--- src/rtl/ccc16_pkg.sv ---
// rtl/ccc16_pkg.sv - register map, field positions, event encodings and FSM states for ccc16
package ccc16_pkg;

    localparam logic [15:0] OFF_PR   = 16'h000;
    localparam logic [15:0] OFF_CCMP = 16'h004;
    localparam logic [15:0] OFF_CAP  = 16'h008;
    localparam logic [15:0] OFF_CTRL = 16'h00C;
    localparam logic [15:0] OFF_CFG  = 16'h010;
    localparam logic [15:0] OFF_IM   = 16'hF00;
    localparam logic [15:0] OFF_MIS  = 16'hF04;
    localparam logic [15:0] OFF_RIS  = 16'hF08;
    localparam logic [15:0] OFF_IC   = 16'hF0C;

    localparam int CTRL_TE  = 0;
    localparam int CTRL_CE  = 1;
    localparam int CTRL_GFE = 2;
    localparam int CTRL_CLR = 3;

    localparam int CFG_GFLEN_LSB     = 0;
    localparam int CFG_CNT_EV_LSB    = 4;
    localparam int CFG_CAP_START_LSB = 6;
    localparam int CFG_CAP_STOP_LSB  = 8;

    localparam int RIS_CM   = 0;
    localparam int RIS_CAPD = 1;

    typedef enum logic [1:0] {
        EV_NONE = 2'b00,
        EV_RISE = 2'b01,
        EV_FALL = 2'b10,
        EV_BOTH = 2'b11
    } ev_sel_e;

    typedef enum logic {
        ST_IDLE = 1'b0,
        ST_RUN  = 1'b1
    } cap_state_e;

    function automatic logic ev_hit(input logic [1:0] sel, input logic rise, input logic fall);
        return ((sel == EV_RISE || sel == EV_BOTH) && rise) ||
               ((sel == EV_FALL || sel == EV_BOTH) && fall);
    endfunction

endpackage

--- src/rtl/aucohl_ccc16_core.sv ---
// rtl/aucohl_ccc16_core.sv - input conditioning, prescaler, edge counter and capture FSM
module aucohl_ccc16_core
    import ccc16_pkg::*;
(
    input  logic        clk,
    input  logic        rst_n,
    input  logic        ext_in,
    input  logic        te,
    input  logic        ce,
    input  logic        gfe,
    input  logic        clr,
    input  logic [15:0] pr,
    input  logic [15:0] ccmp,
    input  logic [3:0]  gflen,
    input  logic [1:0]  cnt_ev_sel,
    input  logic [1:0]  start_sel,
    input  logic [1:0]  stop_sel,
    output logic [15:0] cap,
    output logic        cm_set,
    output logic        capd_set
);

    logic        sync1, sync2, filt_q, filt_d, filtered, rise, fall;
    logic [3:0]  gcnt, glen;
    logic [15:0] psc, count, count_inc, timer;
    logic        tick, cnt_ev, start_ev, stop_ev;
    cap_state_e  state, state_nxt;

    assign glen     = (gflen == 4'd0) ? 4'd1 : gflen;
    assign filtered = gfe ? filt_q : sync2;

    // filt_q shadows the synchronized input while the filter is off so enabling it is glitch-free
    always_ff @(posedge clk or negedge rst_n) begin
        if (!rst_n) begin
            sync1  <= 1'b0;
            sync2  <= 1'b0;
            filt_q <= 1'b0;
            gcnt   <= 4'd0;
            filt_d <= 1'b0;
            rise   <= 1'b0;
            fall   <= 1'b0;
        end else begin
            sync1 <= ext_in;
            sync2 <= sync1;
            if (!gfe || sync2 == filt_q) begin
                filt_q <= sync2;
                gcnt   <= 4'd0;
            end else if ({1'b0, gcnt} + 5'd1 >= {1'b0, glen}) begin
                filt_q <= sync2;
                gcnt   <= 4'd0;
            end else begin
                gcnt <= gcnt + 4'd1;
            end
            filt_d <= filtered;
            rise   <= filtered & ~filt_d;
            fall   <= ~filtered & filt_d;
        end
    end

    assign cnt_ev   = ev_hit(cnt_ev_sel, rise, fall);
    assign start_ev = ev_hit(start_sel, rise, fall);
    assign stop_ev  = ev_hit(stop_sel, rise, fall);
    assign tick     = te && (psc == 16'd0);

    always_ff @(posedge clk or negedge rst_n) begin
        if (!rst_n)
            psc <= 16'd0;
        else if (!te || psc == 16'd0)
            psc <= pr;
        else
            psc <= psc - 16'd1;
    end

    assign count_inc = count + 16'd1;
    assign cm_set    = ce && cnt_ev && (ccmp != 16'd0) && (count_inc == ccmp);

    always_ff @(posedge clk or negedge rst_n) begin
        if (!rst_n)
            count <= 16'd0;
        else if (clr)
            count <= 16'd0;
        else if (ce && cnt_ev)
            count <= cm_set ? 16'd0 : count_inc;
    end

    // stop is evaluated before start in RUN, so a coincident start is simply dropped
    always_comb begin
        state_nxt = state;
        capd_set  = 1'b0;
        if (!te) begin
            state_nxt = ST_IDLE;
        end else begin
            case (state)
                ST_IDLE: if (start_ev) state_nxt = ST_RUN;
                ST_RUN: begin
                    if (stop_ev) begin
                        state_nxt = ST_IDLE;
                        capd_set  = 1'b1;
                    end
                end
                default: state_nxt = ST_IDLE;
            endcase
        end
    end

    always_ff @(posedge clk or negedge rst_n) begin
        if (!rst_n)
            state <= ST_IDLE;
        else
            state <= state_nxt;
    end

    always_ff @(posedge clk or negedge rst_n) begin
        if (!rst_n) begin
            timer <= 16'd0;
            cap   <= 16'd0;
        end else begin
            if (clr)
                timer <= 16'd0;
            else if (te && state == ST_IDLE && start_ev)
                timer <= 16'd0;
            else if (te && state == ST_RUN && !stop_ev && tick && timer != 16'hFFFF)
                timer <= timer + 16'd1;
            if (capd_set)
                cap <= timer;
        end
    end

endmodule

--- src/rtl/ccc16_apb.sv ---
// rtl/ccc16_apb.sv - APB register file and interrupt logic around the ccc16 core
module ccc16_apb
    import ccc16_pkg::*;
(
    input  logic        PCLK,
    input  logic        PRESETn,
    input  logic [15:0] PADDR,
    input  logic        PSEL,
    input  logic        PENABLE,
    input  logic        PWRITE,
    input  logic [31:0] PWDATA,
    output logic [31:0] PRDATA,
    output logic        PREADY,
    output logic        IRQ,
    input  logic        ext_in
);

    logic [15:0] pr, ccmp, cap;
    logic [2:0]  ctrl;
    logic [9:0]  cfg;
    logic [1:0]  im, ris, mis, ris_set, ic_clr;
    logic        wr, clr, cm_set, capd_set;
    logic        unused_pwdata;

    assign PREADY        = 1'b1;
    assign wr            = PSEL & PENABLE & PWRITE;
    assign clr           = wr && (PADDR == OFF_CTRL) && PWDATA[CTRL_CLR];
    assign unused_pwdata = ^PWDATA[31:16];

    always_ff @(posedge PCLK or negedge PRESETn) begin
        if (!PRESETn) begin
            pr   <= 16'd0;
            ccmp <= 16'd0;
            ctrl <= 3'd0;
            cfg  <= 10'd0;
            im   <= 2'd0;
        end else if (wr) begin
            case (PADDR)
                OFF_PR:   pr   <= PWDATA[15:0];
                OFF_CCMP: ccmp <= PWDATA[15:0];
                OFF_CTRL: ctrl <= PWDATA[2:0];
                OFF_CFG:  cfg  <= PWDATA[9:0];
                OFF_IM:   im   <= PWDATA[1:0];
                default: ;
            endcase
        end
    end

    assign ris_set = {capd_set, cm_set};
    assign ic_clr  = (wr && PADDR == OFF_IC) ? PWDATA[1:0] : 2'b00;

    // a set arriving with an IC write wins because it is ORed in after the clear
    always_ff @(posedge PCLK or negedge PRESETn) begin
        if (!PRESETn)
            ris <= 2'd0;
        else
            ris <= (ris & ~ic_clr) | ris_set;
    end

    assign mis = ris & im;
    assign IRQ = |mis;

    always_comb begin
        PRDATA = 32'd0;
        case (PADDR)
            OFF_PR:   PRDATA = {16'd0, pr};
            OFF_CCMP: PRDATA = {16'd0, ccmp};
            OFF_CAP:  PRDATA = {16'd0, cap};
            OFF_CTRL: PRDATA = {29'd0, ctrl};
            OFF_CFG:  PRDATA = {22'd0, cfg};
            OFF_IM:   PRDATA = {30'd0, im};
            OFF_MIS:  PRDATA = {30'd0, mis};
            OFF_RIS:  PRDATA = {30'd0, ris};
            default:  PRDATA = 32'd0;
        endcase
    end

    aucohl_ccc16_core u_core (
        .clk        (PCLK),
        .rst_n      (PRESETn),
        .ext_in     (ext_in),
        .te         (ctrl[CTRL_TE]),
        .ce         (ctrl[CTRL_CE]),
        .gfe        (ctrl[CTRL_GFE]),
        .clr        (clr),
        .pr         (pr),
        .ccmp       (ccmp),
        .gflen      (cfg[CFG_GFLEN_LSB +: 4]),
        .cnt_ev_sel (cfg[CFG_CNT_EV_LSB +: 2]),
        .start_sel  (cfg[CFG_CAP_START_LSB +: 2]),
        .stop_sel   (cfg[CFG_CAP_STOP_LSB +: 2]),
        .cap        (cap),
        .cm_set     (cm_set),
        .capd_set   (capd_set)
    );

endmodule

--- config.mk ---
export PLATFORM = sky130hd
export DESIGN_NAME = ccc16_apb
export DESIGN_NICKNAME = d
export VERILOG_FILES = /design/src/rtl/ccc16_pkg.sv /design/src/rtl/aucohl_ccc16_core.sv /design/src/rtl/ccc16_apb.sv
export SDC_FILE = /design/constraint.sdc
export NUM_CORES = 1
export LEC_CHECK = 0
export BUFFER_PORTS_ARGS = -buffer_cell sky130_fd_sc_hd__buf_2
export CAP_MARGIN = 20
export CORE_MARGIN = 4
export CORE_UTILIZATION = 45
export DETAILED_ROUTE_END_ITERATION = 10
export PLACE_DENSITY_LB_ADDON = 0.15
export SETUP_SLACK_MARGIN = 0.02
export SLEW_MARGIN = 20
export SYNTH_ARGS = -nofsm -noshare
export SYNTH_HDL_FRONTEND = slang
export SYNTH_SLANG_ARGS = --single-unit
--- constraint.sdc ---
create_clock -name PCLK -period 3.65 [get_ports PCLK]
set_input_delay 0.1825 -clock PCLK [delete_from_list [all_inputs] [get_ports PCLK]]
set_output_delay 0.1825 -clock PCLK [all_outputs]
set_load 0.005 [all_outputs]
==> metrics.md, run 1 <==
| Metric | Value |
|---|---|
| Starting Density | `46.6%` |
| Input/output buffers | `54` |
| # H-tree levels | `4` |
| Crit path max-delay family | `simple AND/OR/NAND/NOR gates` |
| Critical path's most frequent cell | `nor2_1` |
| Worst Path Max Fanout | `13` |
| #FFs+latches synth | `124` |
| DRC violations left | `0` |
| Final instance area | `0.00765 mm²` |
| Clock network power share | `55.5%` |
| CTS tree | `done` |
| Final worst slack | `0.757 ns` |
| Routed wire length | `15,700 µm` |
| Distinct cell type count after synthesis | `55` |
| Nets@finish | `754` |
| Routability cong. | `0.892` |
| Worst hold slack | `0.0127 ns` |
| Logic pwr share | `2.4%` |
| Ys Warns | `0` |
| Dominant cell type by area after synthesis | `dfrtp_1` |
| Final period util | `79.3%` |
| Non-filler instance count after layout | `884` |
| Total core area | `0.0140 mm²` |
| Vias in the first global route | `4,926` |
| Part of the Yosys area used for sequential elements | `47.4%` |
| P_sw | `693 µW` |
| ANT cells | `0` |
| CP Buf/Inv Count | `0` |
| Critical path arrival | `3.16 ns` |
| Bufs on Longest Clock Path | `2` |
| Top post-synthesis cells by count | `124 x dfrtp_1, 73 x nor2_1, 61 x mux2_2` |
| WS Path Type | `register to register` |
| First-pass GRT wire length | `25,800 µm` |
| Avg Cell Area, Syn | `10.3 µm²` |
| Ports | `88` |
| Outcome | `finished, final reports clean` |
| Buffer count from post-CTS setup fixing | `0` |
| CP max stage cell | `o21ai_1` |
| Synth top area cells | `dfrtp_1 47%, mux2_2 11%, xnor2_1 5.9%, nor2_1 4.2%, xor2_1 2.9%` |
| Critical path required time | `3.92 ns` |
| Total Neg Setup Slack | `0 ns` |
| Root buffer cell | `clkbuf_16` |
| Synthesized cell area | `0.00654 mm²` |
| Total Power | `3.28 mW` |
| Instance count of the mapped netlist | `634` |
| Clock sink count | `124` |
| Most common cell in the netlist | `dfrtp_1` |
| Placed Area | `0.00697 mm²` |
| Lkg Pwr | `3.75 nW` |
| Fin. Hold Viols | `0` |
| TritonCTS Buffers | `17` |
| Final setup viols | `0` |
| Power per cell area | `429 mW/mm²` |
| Final core utilization | `54.5%` |
| Post-CTS resize count | `0` |
| Total congestion overflow | `0` |
| Sw frac | `21.1%` |
| Internal power | `2.59 mW` |
| All-Layer GR Usage | `20.0%` |
| Die width | `129 µm` |
| Max cap viols | `0` |
| Vias per cell | `5.58` |
| Slew HR | `38.1%` |
| Worst-Margin Slew | `0.929 ns` |
| Min-delay worst type | `input port to register` |
| DR vias | `4,932` |
| Min Tclk post-route | `2.89 ns` |
| Worst setup SP type | `register` |
| Initial antenna violation count | `0` |
| Top FF cell, synth | `dfrtp_1` |
| Critical Path Max Stage Delay | `0.78 ns` |
| Setup WS pre-CTS | `0.746 ns` |
| HPWL Detailed | `11,100 µm` |
| EDFF count, synth | `0` |
| Clock skew | `0.00815 ns` |
| Die ar. | `0.0165 mm²` |
| Routed len/inst | `17.8 µm` |
| Initial DRC count | `336` |
| Layout cell share with drive strength beyond 1 | `24.4%` |
| Peak supply drop | `343 µV` |
| Cell Chain, Critical Path | `ha_1 > nand3_1 > nor2_1 > xnor2_1 > nor4_1 > nand4_1 > o21ai_1 > nor2_1` |
| Crit end category | `register` |
| Share of the synthesized area in the top cell type | `47.4%` |
| RSZ-0062 raised after global routing | `false` |
| Clock Latency Late Sink | `0.42 ns` |
| Reg clk slew, reported paths | `0.06 ns` |
| Post-route ant nets | `0` |
| Placed cells | `848` |
| Sequential Power Share | `42.1%` |
| Async set-reset flop share out of synthesis | `100%` |
| FP Rows | `43` |
| Largest net degree at the start of global routing | `70` |
| Max Clk Rate | `0.346 GHz` |
| Die Height | `129 µm` |
| Area Overhead vs Synth | `17.0%` |
| Pins over their slew limit | `0` |
| Drt first pass iters | `5` |
[placed cells by master, fill, tap and decap left out, types with 3 or more instances in the layout]
cell type / count
and4_1: 7
nand2_1: 45
clkinvlp_4: 4
nor2_2: 4
a21oi_1: 19
nor3_1: 17
mux2_2: 61
dlygate4sd3_1: 4
nand3_1: 23
nor2_1: 73
conb_1: 17
nor3_2: 3
nand3b_1: 3
xor2_1: 22
inv_1: 20
and3_1: 7
nor4_1: 9
a222oi_1: 7
buf_4: 9
a211oi_1: 3
a22oi_1: 22
buf_2: 53
o21ai_0: 10
nor2b_1: 5
dfrtp_1: 124
ha_1: 9
bufinv_16: 4
xnor2_1: 44
a22o_1: 3
and2_1: 4
clkbuf_16: 17
a21boi_0: 3
nand4_1: 11
[flip-flops by register name (all words and copies together), names as in the netlist]
register	count
u_core.filt_d	1
u_core.rise	1
u_core.fall	1
u_core.timer	16
ccmp	16
pr	16
u_core.cap	16
u_core.state	1
u_core.count	16
u_core.psc	16
cfg	10
ris	2
u_core.gcnt	4
u_core.filt_q	1
ctrl	3
im	2
u_core.sync1	1
u_core.sync2	1
[power by group through the flow]
| stage | Sequential [mW] | Combinational (mW) | Clock [mW] |
|---|---|---|---|
| 2_1_floorplan | 1.41 | 0.0258 | 0 |
| 3_5_place_dp | 1.41 | 0.0757 | 0 |
| 5_1_grt | 1.38 | 0.0888 | 1.92 |
| 3_3_place_gp | 1.41 | 0.0735 | 0 |
| 6_report | 1.38 | 0.0775 | 1.82 |
| 4_1_cts | 1.38 | 0.0794 | 1.84 |
[worst paths after layout]
check | start | to | slack [ns] | cells past startpoint
worst max-delay path | u_core.count[0] | u_core.count[14] | 0.76 | 8
worst min-delay path | PWDATA[12] | pr[12] | 0.01 | 2
worst max register to register | u_core.count[0] | u_core.count[14] | 0.76 | 8
worst min register to register | u_core.sync1 | u_core.sync2 | 0.35 | 0
max in group asynchronous | PRESETn | ctrl[1] | 2.38 | 3
min in group asynchronous | PRESETn | u_core.count[0] | 0.42 | 2
[kinds of logic (layout without fill, tap and decap cells)]
logic type / after synthesis / in the layout / share of synthesized area [%]
xor gates and xnor gates: 66 / 66 / 8.84
AOI/OAI and AO/OA: 81 / 81 / 8.90
and+or+nand+nor: 225 / 225 / 17.4
other: 2 / 17 / 0.115
DFF: 124 / 124 / 47.4
adders and majority gates: 9 / 9 / 1.72
buffers and inverters: 64 / 119 / 4.76
muxes: 63 / 63 / 10.8
[layout make-up]
type | instances | area (µm²)
Tap cell | 180 | 225
Timing Repair Buffer | 67 | 393
Sequential cell | 124 | 3100
Inverter | 20 | 75.1
Clock inverter | 12 | 185
Fill cell | 1216 | 6390
Clock buffer | 20 | 457
Multi-Input combinational cell | 461 | 3210
[layer usage]
layer  track usage [%]  share of wire (%)  wire length (µm)  up-vias
li1                  -                  -                 -     2334
met1              27.3                 45              7000     2450
met2              31.9                 49              7700      124
met3              4.94                5.2               814       24
met4              5.74                1.3               211        0
met5                 0                  0                 0        -
[repair_timing]
action / in CTS / in global routing
hold endpoints to repair: 71 / 0
hold buffers: 4 / 0
setup endpoints to repair: 0 / 0
(Power assumes the default switching activity.)
==> run 2: changes to the inputs <==
==> constraint.sdc (replaced) <==
create_clock -name PCLK -period 2.65 [get_ports PCLK]
set_input_delay 0.1325 -clock PCLK [delete_from_list [all_inputs] [get_ports PCLK]]
set_output_delay 0.1325 -clock PCLK [all_outputs]
set_load 0.005 [all_outputs]
==> metrics.md, run 2 (synthesized netlist as in run 1, its figures left out) <==
| Metric | Value |
|---|---|
| Critical path required time | `2.99 ns (was 3.92 ns)` |
| Logic pwr share | `2.6% (was 2.4%)` |
| Setup slack, reg-to-reg | `0.11 ns (was 0.76 ns)` |
| Clock Latency Late Sink | `0.41 ns (was 0.42 ns)` |
| Clock network power share | `55.2% (was 55.5%)` |
| Slew HR | `65.3% (was 38.1%)` |
| CP max stage cell | `or4_4 (was o21ai_1)` |
| Met3 routed WL | `826 µm (was 814 µm)` |
| Total Power | `4.51 mW (was 3.28 mW)` |
| HPWL Detailed | `11,300 µm (was 11,100 µm)` |
| Routability cong. | `0.942 (was 0.892)` |
| P_sw | `937 µW (was 693 µW)` |
| Die width | `129 µm (unchanged)` |
| Final setup viols | `0 (unchanged)` |
| Vias in the first global route | `5,046 (was 4,926)` |
| Lkg Pwr | `3.85 nW (was 3.75 nW)` |
| Die ar. | `0.0165 mm² (unchanged)` |
| Worst hold slack | `0.0231 ns (was 0.0127 ns)` |
| Critical path depth in cells | `7 (was 8)` |
| Routed len/inst | `17.4 µm (was 17.8 µm)` |
| RSZ-0062 raised after global routing | `true (was false)` |
| Input/output buffers | `54 (unchanged)` |
| Max cap viols | `0 (unchanged)` |
| Crit path max-delay family | `simple AND/OR/NAND/NOR gates (unchanged)` |
| Reg clk slew, reported paths | `0.06 ns (about the same)` |
| CTS tree | `done (unchanged)` |
| Placed Area | `0.00703 mm² (was 0.00697 mm²)` |
| Critical R2R Launch | `u_core.psc[8] (was u_core.count[0])` |
| Total congestion overflow | `0 (unchanged)` |
| Critical path arrival | `2.89 ns (was 3.16 ns)` |
| Commonest non-fill, non-tap cell in the layout | `dfrtp_1 (unchanged)` |
| Final period util | `96.0% (was 79.3%)` |
| First-pass GRT wire length | `26,100 µm (was 25,800 µm)` |
| Initial DRC count | `412 (was 336)` |
| Final worst slack | `0.105 ns (was 0.757 ns)` |
| Drt first pass iters | `5 (unchanged)` |
| CP Launch Point | `u_core.psc[8] (was u_core.count[0])` |
| Crit end category | `register (unchanged)` |
| Layout cell share with drive strength beyond 1 | `25.4% (was 24.4%)` |
| Min-delay worst type | `input port to register (unchanged)` |
| Sequential Power Share | `42.2% (was 42.1%)` |
| Final instance area | `0.00782 mm² (was 0.00765 mm²)` |
| Die Height | `129 µm (unchanged)` |
| Uppermost routed layer | `met4 (unchanged)` |
| Worst-Margin Slew | `0.516 ns (was 0.929 ns)` |
| Final core utilization | `55.7% (was 54.5%)` |
| Routed wire length | `15,800 µm (was 15,700 µm)` |
| Ports | `88 (unchanged)` |
| Initial antenna violation count | `0 (unchanged)` |
| TritonCTS Buffers | `17 (unchanged)` |
| Max Clk Rate | `0.393 GHz (was 0.346 GHz)` |
| CP Buf/Inv Count | `0 (unchanged)` |
| Outcome | `finished, final reports clean (unchanged)` |
| Pins over their slew limit | `0 (unchanged)` |
| Non-filler instance count after layout | `903 (was 884)` |
| Wire length on met1 | `7060 µm (was 7000 µm)` |
| Reg2reg path depth | `7 (was 8)` |
| Min Tclk post-route | `2.54 ns (was 2.89 ns)` |
| Fin. Hold Viols | `0 (unchanged)` |
| # H-tree levels | `4 (unchanged)` |
| Cell Chain, Critical Path | `or3_1 > or4_4 > a2111oi_0 > and3_2 > nand4_1 > xor2_1 > nor2_1 (was ha_1 > nand3_1 > nor2_1 > xnor2_1 > nor4_1 > nand4_1 > o21ai_1 > nor2_1)` |
| End point of the critical path | `u_core.timer[14] (was u_core.count[14])` |
| Area Overhead vs Synth | `19.6% (was 17.0%)` |
| Total Neg Setup Slack | `0 ns (unchanged)` |
| Most frequent cells in the layout | `124 x dfrtp_1, 73 x nor2_1, 61 x mux2_2 (unchanged)` |
| ANT cells | `0 (unchanged)` |
| Vias per cell | `5.57 (was 5.58)` |
| Root buffer cell | `clkbuf_16 (unchanged)` |
| DRC violations left | `0 (unchanged)` |
| WS Path Type | `register to register (unchanged)` |
| Nets@finish | `773 (was 754)` |
| Sw frac | `20.8% (was 21.1%)` |
| Peak supply drop | `486 µV (was 343 µV)` |
| Placed cells | `857 (was 848)` |
| Fill count | `1,206 (was 1,216)` |
| Worst Path Max Fanout | `5 (was 13)` |
| Clock skew | `0.00978 ns (was 0.00815 ns)` |
| FP Rows | `43 (unchanged)` |
| Met2 WL | `7550 µm (was 7700 µm)` |
| Power per cell area | `577 mW/mm² (was 429 mW/mm²)` |
| DR vias | `5,026 (was 4,932)` |
| Critical Path Max Stage Delay | `0.55 ns (was 0.78 ns)` |
| Bufs on Longest Clock Path | `2 (unchanged)` |
| Total core area | `0.0140 mm² (unchanged)` |
| Post-route ant nets | `0 (unchanged)` |
| R2r endpoint | `u_core.timer[14] (was u_core.count[14])` |
| Starting Density | `46.6% (unchanged)` |
| All-Layer GR Usage | `20.2% (was 20.0%)` |
| Setup WS pre-CTS | `0.117 ns (was 0.746 ns)` |
| Largest net degree at the start of global routing | `97 (was 70)` |
| Worst setup SP type | `register (unchanged)` |
| Clock sink count | `124 (unchanged)` |
| Internal power | `3.57 mW (was 2.59 mW)` |
run 2: cell types whose count changed in the layout (fill, tap and decap cells not counted), sizes merged:
cell	delta
clkinv	+3
buf	+11
clkinvlp	-2
dlygate4sd3	+8
inv	-1
run 2: layout make-up:
class / instances / area [µm²] / share of cell area [%]
multi-input combinational: 461 / 3220 / 41.1
sequential: 124 / 3100 / 39.7
timing repair buffer: 86 / 556 / 7.10
clock buffer: 20 / 457 / 5.84
tap: 180 / 225 / 2.88
clock inverter: 12 / 188 / 2.40
inverter: 20 / 75.1 / 0.960
run 2: power groups by stage:
| stage | Combinational (mW) | Clock, mW | Sequential (mW) |
|---|---|---|---|
| 2_1_floorplan | 0.0355 | 0 | 1.94 |
| 3_3_place_gp | 0.102 | 0 | 1.94 |
| 3_5_place_dp | 0.104 | 0 | 1.94 |
| 4_1_cts | 0.117 | 2.54 | 1.90 |
| 5_1_grt | 0.132 | 2.63 | 1.90 |
| 6_report | 0.116 | 2.49 | 1.90 |
run 2: layer usage:
layer | global-route usage, % | vias up
met5 | 0 | -
met4 | 6.92 | 0
met3 | 5.56 | 25
met2 | 32.1 | 134
met1 | 26.8 | 2498
li1 | - | 2369
run 2: what timing repair did:
item / in CTS / in global routing
resized for setup: 0 / 2
endpoints found under the hold margin: 50 / 1
setup endpoints to repair: 0 / 22
hold buffers: 11 / 1
setup buffers: 0 / 2
run 2: worst register-to-register path, stage by stage (launching register included):
cell and delay, ns:
dfrtp_1 0.41, or3_1 0.37, or4_4 0.55, a2111oi_0 0.46
and3_2 0.31, nand4_1 0.13, xor2_1 0.16, nor2_1 0.09
run 2: worst min path at each step:
stage / start / end / slack, ns / cells after the start
after global placement: PRESETn / ris[0] / 0.09 / 1
after global routing: PWDATA[8] / ccmp[8] / 0.01 / 2
after CTS: PWDATA[8] / cfg[8] / 0.00003 / 2
after detailed placement: PRESETn / u_core.count[0] / 0.1 / 1
after floorplan: PRESETn / ccmp[0] / -0.16 / 0
final: PWDATA[8] / cfg[8] / 0.02 / 2
==> run 3: changes to the inputs <==
--- a/config.mk
+++ b/config.mk
@@ -6,7 +6,7 @@
 export NUM_CORES = 1
 export LEC_CHECK = 0
 export BUFFER_PORTS_ARGS = -buffer_cell sky130_fd_sc_hd__buf_2
-export CAP_MARGIN = 20
+export CAP_MARGIN = 0
 export CORE_MARGIN = 4
 export CORE_UTILIZATION = 45
 export DETAILED_ROUTE_END_ITERATION = 10
@@ -15,4 +15,5 @@
 export SLEW_MARGIN = 20
 export SYNTH_ARGS = -nofsm -noshare
 export SYNTH_HDL_FRONTEND = slang
+export SYNTH_HIERARCHICAL = 1
 export SYNTH_SLANG_ARGS = --single-unit
==> metrics.md, run 3 <==
| Metric | Value |
|---|---|
| Outcome | `finished, final reports clean (unchanged)` |
| Largest net degree at the start of global routing | `59 (was 97)` |
| Min-delay worst type | `input port to register (unchanged)` |
| Pins over their slew limit | `0 (unchanged)` |
| Most common cell in the netlist | `dfrtp_1 (unchanged)` |
| Final setup viols | `0 (unchanged)` |
| Crit path max-delay family | `simple AND/OR/NAND/NOR gates (unchanged)` |
| TritonCTS Buffers | `17 (unchanged)` |
| Max cap viols | `0 (unchanged)` |
| Ports | `88 (unchanged)` |
| Critical path arrival | `2.81 ns (was 2.89 ns)` |
| Worst-Margin Slew | `0.794 ns (was 0.516 ns)` |
| First-pass GRT wire length | `28,500 µm (was 26,100 µm)` |
| Layout cell share with drive strength beyond 1 | `29.8% (was 25.4%)` |
| Reg2reg path depth | `8 (was 7)` |
| Input/output buffers | `54 (unchanged)` |
| Post-route ant nets | `0 (unchanged)` |
| Bufs on Longest Clock Path | `2 (unchanged)` |
| Lkg Pwr | `3.96 nW (was 3.85 nW)` |
| Routed wire length | `17,400 µm (was 15,800 µm)` |
| Peak supply drop | `448 µV (was 486 µV)` |
| Most frequent cells in the layout | `123 x dfrtp_1, 68 x mux2_2, 54 x nor2_1 (was 124 x dfrtp_1, 73 x nor2_1, 61 x mux2_2)` |
| CTS tree | `done (unchanged)` |
| #FFs+latches synth | `124 (unchanged)` |
| Routed len/inst | `18.5 µm (was 17.4 µm)` |
| DR vias | `5,375 (was 5,026)` |
| Final period util | `94.7% (was 96.0%)` |
| Met1 GRT Util | `28.0% (was 26.8%)` |
| Avg Cell Area, Syn | `10.6 µm² (was 10.3 µm²)` |
| EDFF count, synth | `0 (unchanged)` |
| Clock Latency Late Sink | `0.42 ns (was 0.41 ns)` |
| CP Buf/Inv Count | `1 (was 0)` |
| Busiest grt layer | `met2 (unchanged)` |
| Hold Startpoint | `PWDATA[9] (was PWDATA[8])` |
| Total congestion overflow | `0 (unchanged)` |
| Placed Area | `0.00746 mm² (was 0.00703 mm²)` |
| Final worst slack | `0.140 ns (was 0.105 ns)` |
| Placed cells | `895 (was 857)` |
| Power per cell area | `546 mW/mm² (was 577 mW/mm²)` |
| Vias in the first global route | `5,358 (was 5,046)` |
| Critical R2R Launch | `u_core/count[9] (was u_core.psc[8])` |
| Die Height | `132 µm (was 129 µm)` |
| Starting Density | `45.9% (was 46.6%)` |
| Fin. Hold Viols | `0 (unchanged)` |
| Vias per cell | `5.71 (was 5.57)` |
| Die width | `132 µm (was 129 µm)` |
| Non-filler instance count after layout | `942 (was 903)` |
| Instance count of the mapped netlist | `658 (was 634)` |
| Part of the Yosys area used for sequential elements | `44.5% (was 47.4%)` |
| Synthesized cell area | `0.00697 mm² (was 0.00654 mm²)` |
| Clock sink count | `124 (unchanged)` |
| Slew HR | `46.9% (was 65.3%)` |
| Top FF cell, synth | `dfrtp_1 (unchanged)` |
| DRC violations left | `0 (unchanged)` |
| Min Tclk post-route | `2.51 ns (was 2.54 ns)` |
| Dominant cell type by area after synthesis | `dfrtp_1 (unchanged)` |
| Commonest non-fill, non-tap cell in the layout | `dfrtp_1 (unchanged)` |
| All-Layer GR Usage | `20.4% (was 20.2%)` |
| ANT cells | `0 (unchanged)` |
| Root buffer cell | `clkbuf_16 (unchanged)` |
| Worst hold endpoint | `pr[9] (was cfg[8])` |
| Initial antenna violation count | `0 (unchanged)` |
| Routability cong. | `0.879 (was 0.942)` |
| Cell Chain, Critical Path | `nand3_1 > or4_4 > o31a_1 > a21oi_1 > nand4_1 > buf_6 > a22oi_2 > nor2_1 (was or3_1 > or4_4 > a2111oi_0 > and3_2 > nand4_1 > xor2_1 > nor2_1)` |
| Top post-synthesis cells by count | `124 x dfrtp_1, 68 x mux2_2, 54 x nor2_1 (was 124 x dfrtp_1, 73 x nor2_1, 61 x mux2_2)` |
| Critical Path Max Stage Delay | `0.57 ns (was 0.55 ns)` |
| Setup WS pre-CTS | `-0.00170 ns (was 0.117 ns)` |
| RSZ-0062 raised after global routing | `false (was true)` |
| Worst Path Max Fanout | `9 (was 5)` |
| Distinct cell type count after synthesis | `70 (was 55)` |
| Area Overhead vs Synth | `18.8% (was 19.6%)` |
| Clock skew | `0.0100 ns (was 0.00978 ns)` |
| Async set-reset flop share out of synthesis | `100% (unchanged)` |
| Max Clk Rate | `0.398 GHz (was 0.393 GHz)` |
| Met2 GRT Util | `32.3% (was 32.1%)` |
| GR Layer Usage met3 | `5.17% (was 5.56%)` |
| Setup slack, reg-to-reg | `0.14 ns (was 0.11 ns)` |
| Final instance area | `0.00828 mm² (was 0.00782 mm²)` |
| Initial DRC count | `393 (was 412)` |
| Die ar. | `0.0175 mm² (was 0.0165 mm²)` |
| Worst setup SP type | `register (unchanged)` |
| Total Neg Setup Slack | `0 ns (unchanged)` |
| Share of the synthesized area in the top cell type | `44.5% (was 47.4%)` |
| FP Rows | `45 (was 43)` |
| # H-tree levels | `4 (unchanged)` |
| Synth top area cells | `dfrtp_1 45%, mux2_2 11%, xnor2_1 4.0%, nor2_1 2.9%, xor2_1 2.4% (was dfrtp_1 47%, mux2_2 11%, xnor2_1 5.9%, nor2_1 4.2%, xor2_1 2.9%)` |
| Crit end category | `register (unchanged)` |
| Total core area | `0.0152 mm² (was 0.0140 mm²)` |
| Fill count | `1,364 (was 1,206)` |
| Reg clk slew, reported paths | `0.06 ns (about the same)` |
| Drt first pass iters | `5 (unchanged)` |
| HPWL Detailed | `12,500 µm (was 11,300 µm)` |
| Ys Warns | `6 (was 0)` |
| CP max stage cell | `dfrtp_1 (was or4_4)` |
| R2r endpoint | `u_core/count[4] (was u_core.timer[14])` |
| Hold Path Depth | `2 (unchanged)` |
| Critical path required time | `2.95 ns (was 2.99 ns)` |
| WS Path Type | `register to register (unchanged)` |
| Nets@finish | `804 (was 773)` |
run 3: changes by cell type after synthesis, sizes merged, moves of 5 or more:
| cell | previous run | this run |
|---|---|---|
| inv | 20 | 15 |
| a221o | 0 | 14 |
| nor2 | 77 | 54 |
| clkbuf | 20 | 15 |
| a21o | 1 | 8 |
| a222oi | 7 | 0 |
| a21oi | 19 | 13 |
| nand2b | 1 | 6 |
| nor4 | 10 | 23 |
| xnor2 | 44 | 32 |
| o21ai | 11 | 33 |
| buf | 24 | 31 |
| mux2 | 61 | 68 |
run 3: where the power goes:
group | internal (mW) | switching [mW] | leakage (nW)
clock | 1.60 | 0.882 | 0.303
sequential | 1.90 | 0.00434 | 1.64
combinational | 0.0497 | 0.0880 | 2.02
run 3: worst max-delay path by stage:
stage,start,end,slack [ns],cells past startpoint
floorplan,u_core/count[0],u_core/count[10],0.32,9
global placement,u_core/count[0],u_core/count[5],0.02,9
detailed placement,u_core/count[0],u_core/count[4],-0.002,9
CTS,u_core/count[0],u_core/count[4],0.05,9
global route,u_core/count[3],u_core/count[11],0.03,8
finish,u_core/count[9],u_core/count[4],0.14,8
run 3: final cells by class:
class | instances | area [µm²] | area share, %
clock inverter | 14 | 193 | 2.33
sequential | 124 | 3100 | 37.5
inverter | 15 | 56.3 | 0.680
clock buffer | 18 | 439 | 5.30
timing repair buffer | 95 | 638 | 7.70
multi-input combinational | 488 | 3620 | 43.7
tap | 188 | 235 | 2.84
run 3: per-layer routing:
| layer | part of all wire [%] | up-vias | wire length (µm) |
|---|---|---|---|
| met1 | 46 | 2639 | 7920 |
| met2 | 47 | 166 | 8240 |
| li1 | - | 2540 | - |
| met3 | 5.1 | 30 | 886 |
| met5 | 0 | - | 0 |
| met4 | 1.9 | 0 | 337 |
run 3: worst register-to-register path, cell delays in order (launching register included):
cell     delay, ns
dfrtp_1       0.57
nand3_1       0.25
or4_4         0.50
o31a_1        0.25
a21oi_1       0.14
nand4_1       0.26
buf_6         0.24
a22oi_2       0.12
nor2_1        0.06
run 3: timing repair:
action / CTS / global route
setup endpoints to repair: 12 / 17
buffers inserted: 0 / 0
resized for setup: 2 / 8
pin swaps: 1 / 2
endpoints found under the hold margin: 73 / 0
hold buffers: 15 / 0
run 3: kinds of logic after synthesis:
group / after synthesis / share of synthesized area [%]
compound gates: 113 / 12.5
xor+xnor: 51 / 6.41
fa+ha+maj: 9 / 1.62
buf+inv: 61 / 4.99
flops: 124 / 44.5
mux: 70 / 11.3
other cells: 2 / 0.108
simple gates: 228 / 18.6
run 3: stage by stage:
step	util, %	total power, mW	hold slack, ns
4_1_cts	54.3	4.57	0.00487
3_3_place_gp	49.0	2.06	0.167
5_1_grt	54.5	4.68	0.00263
2_1_floorplan	-	1.99	-0.163
3_5_place_dp	49.1	2.06	0.180
6_report	54.5	4.52	0.0221
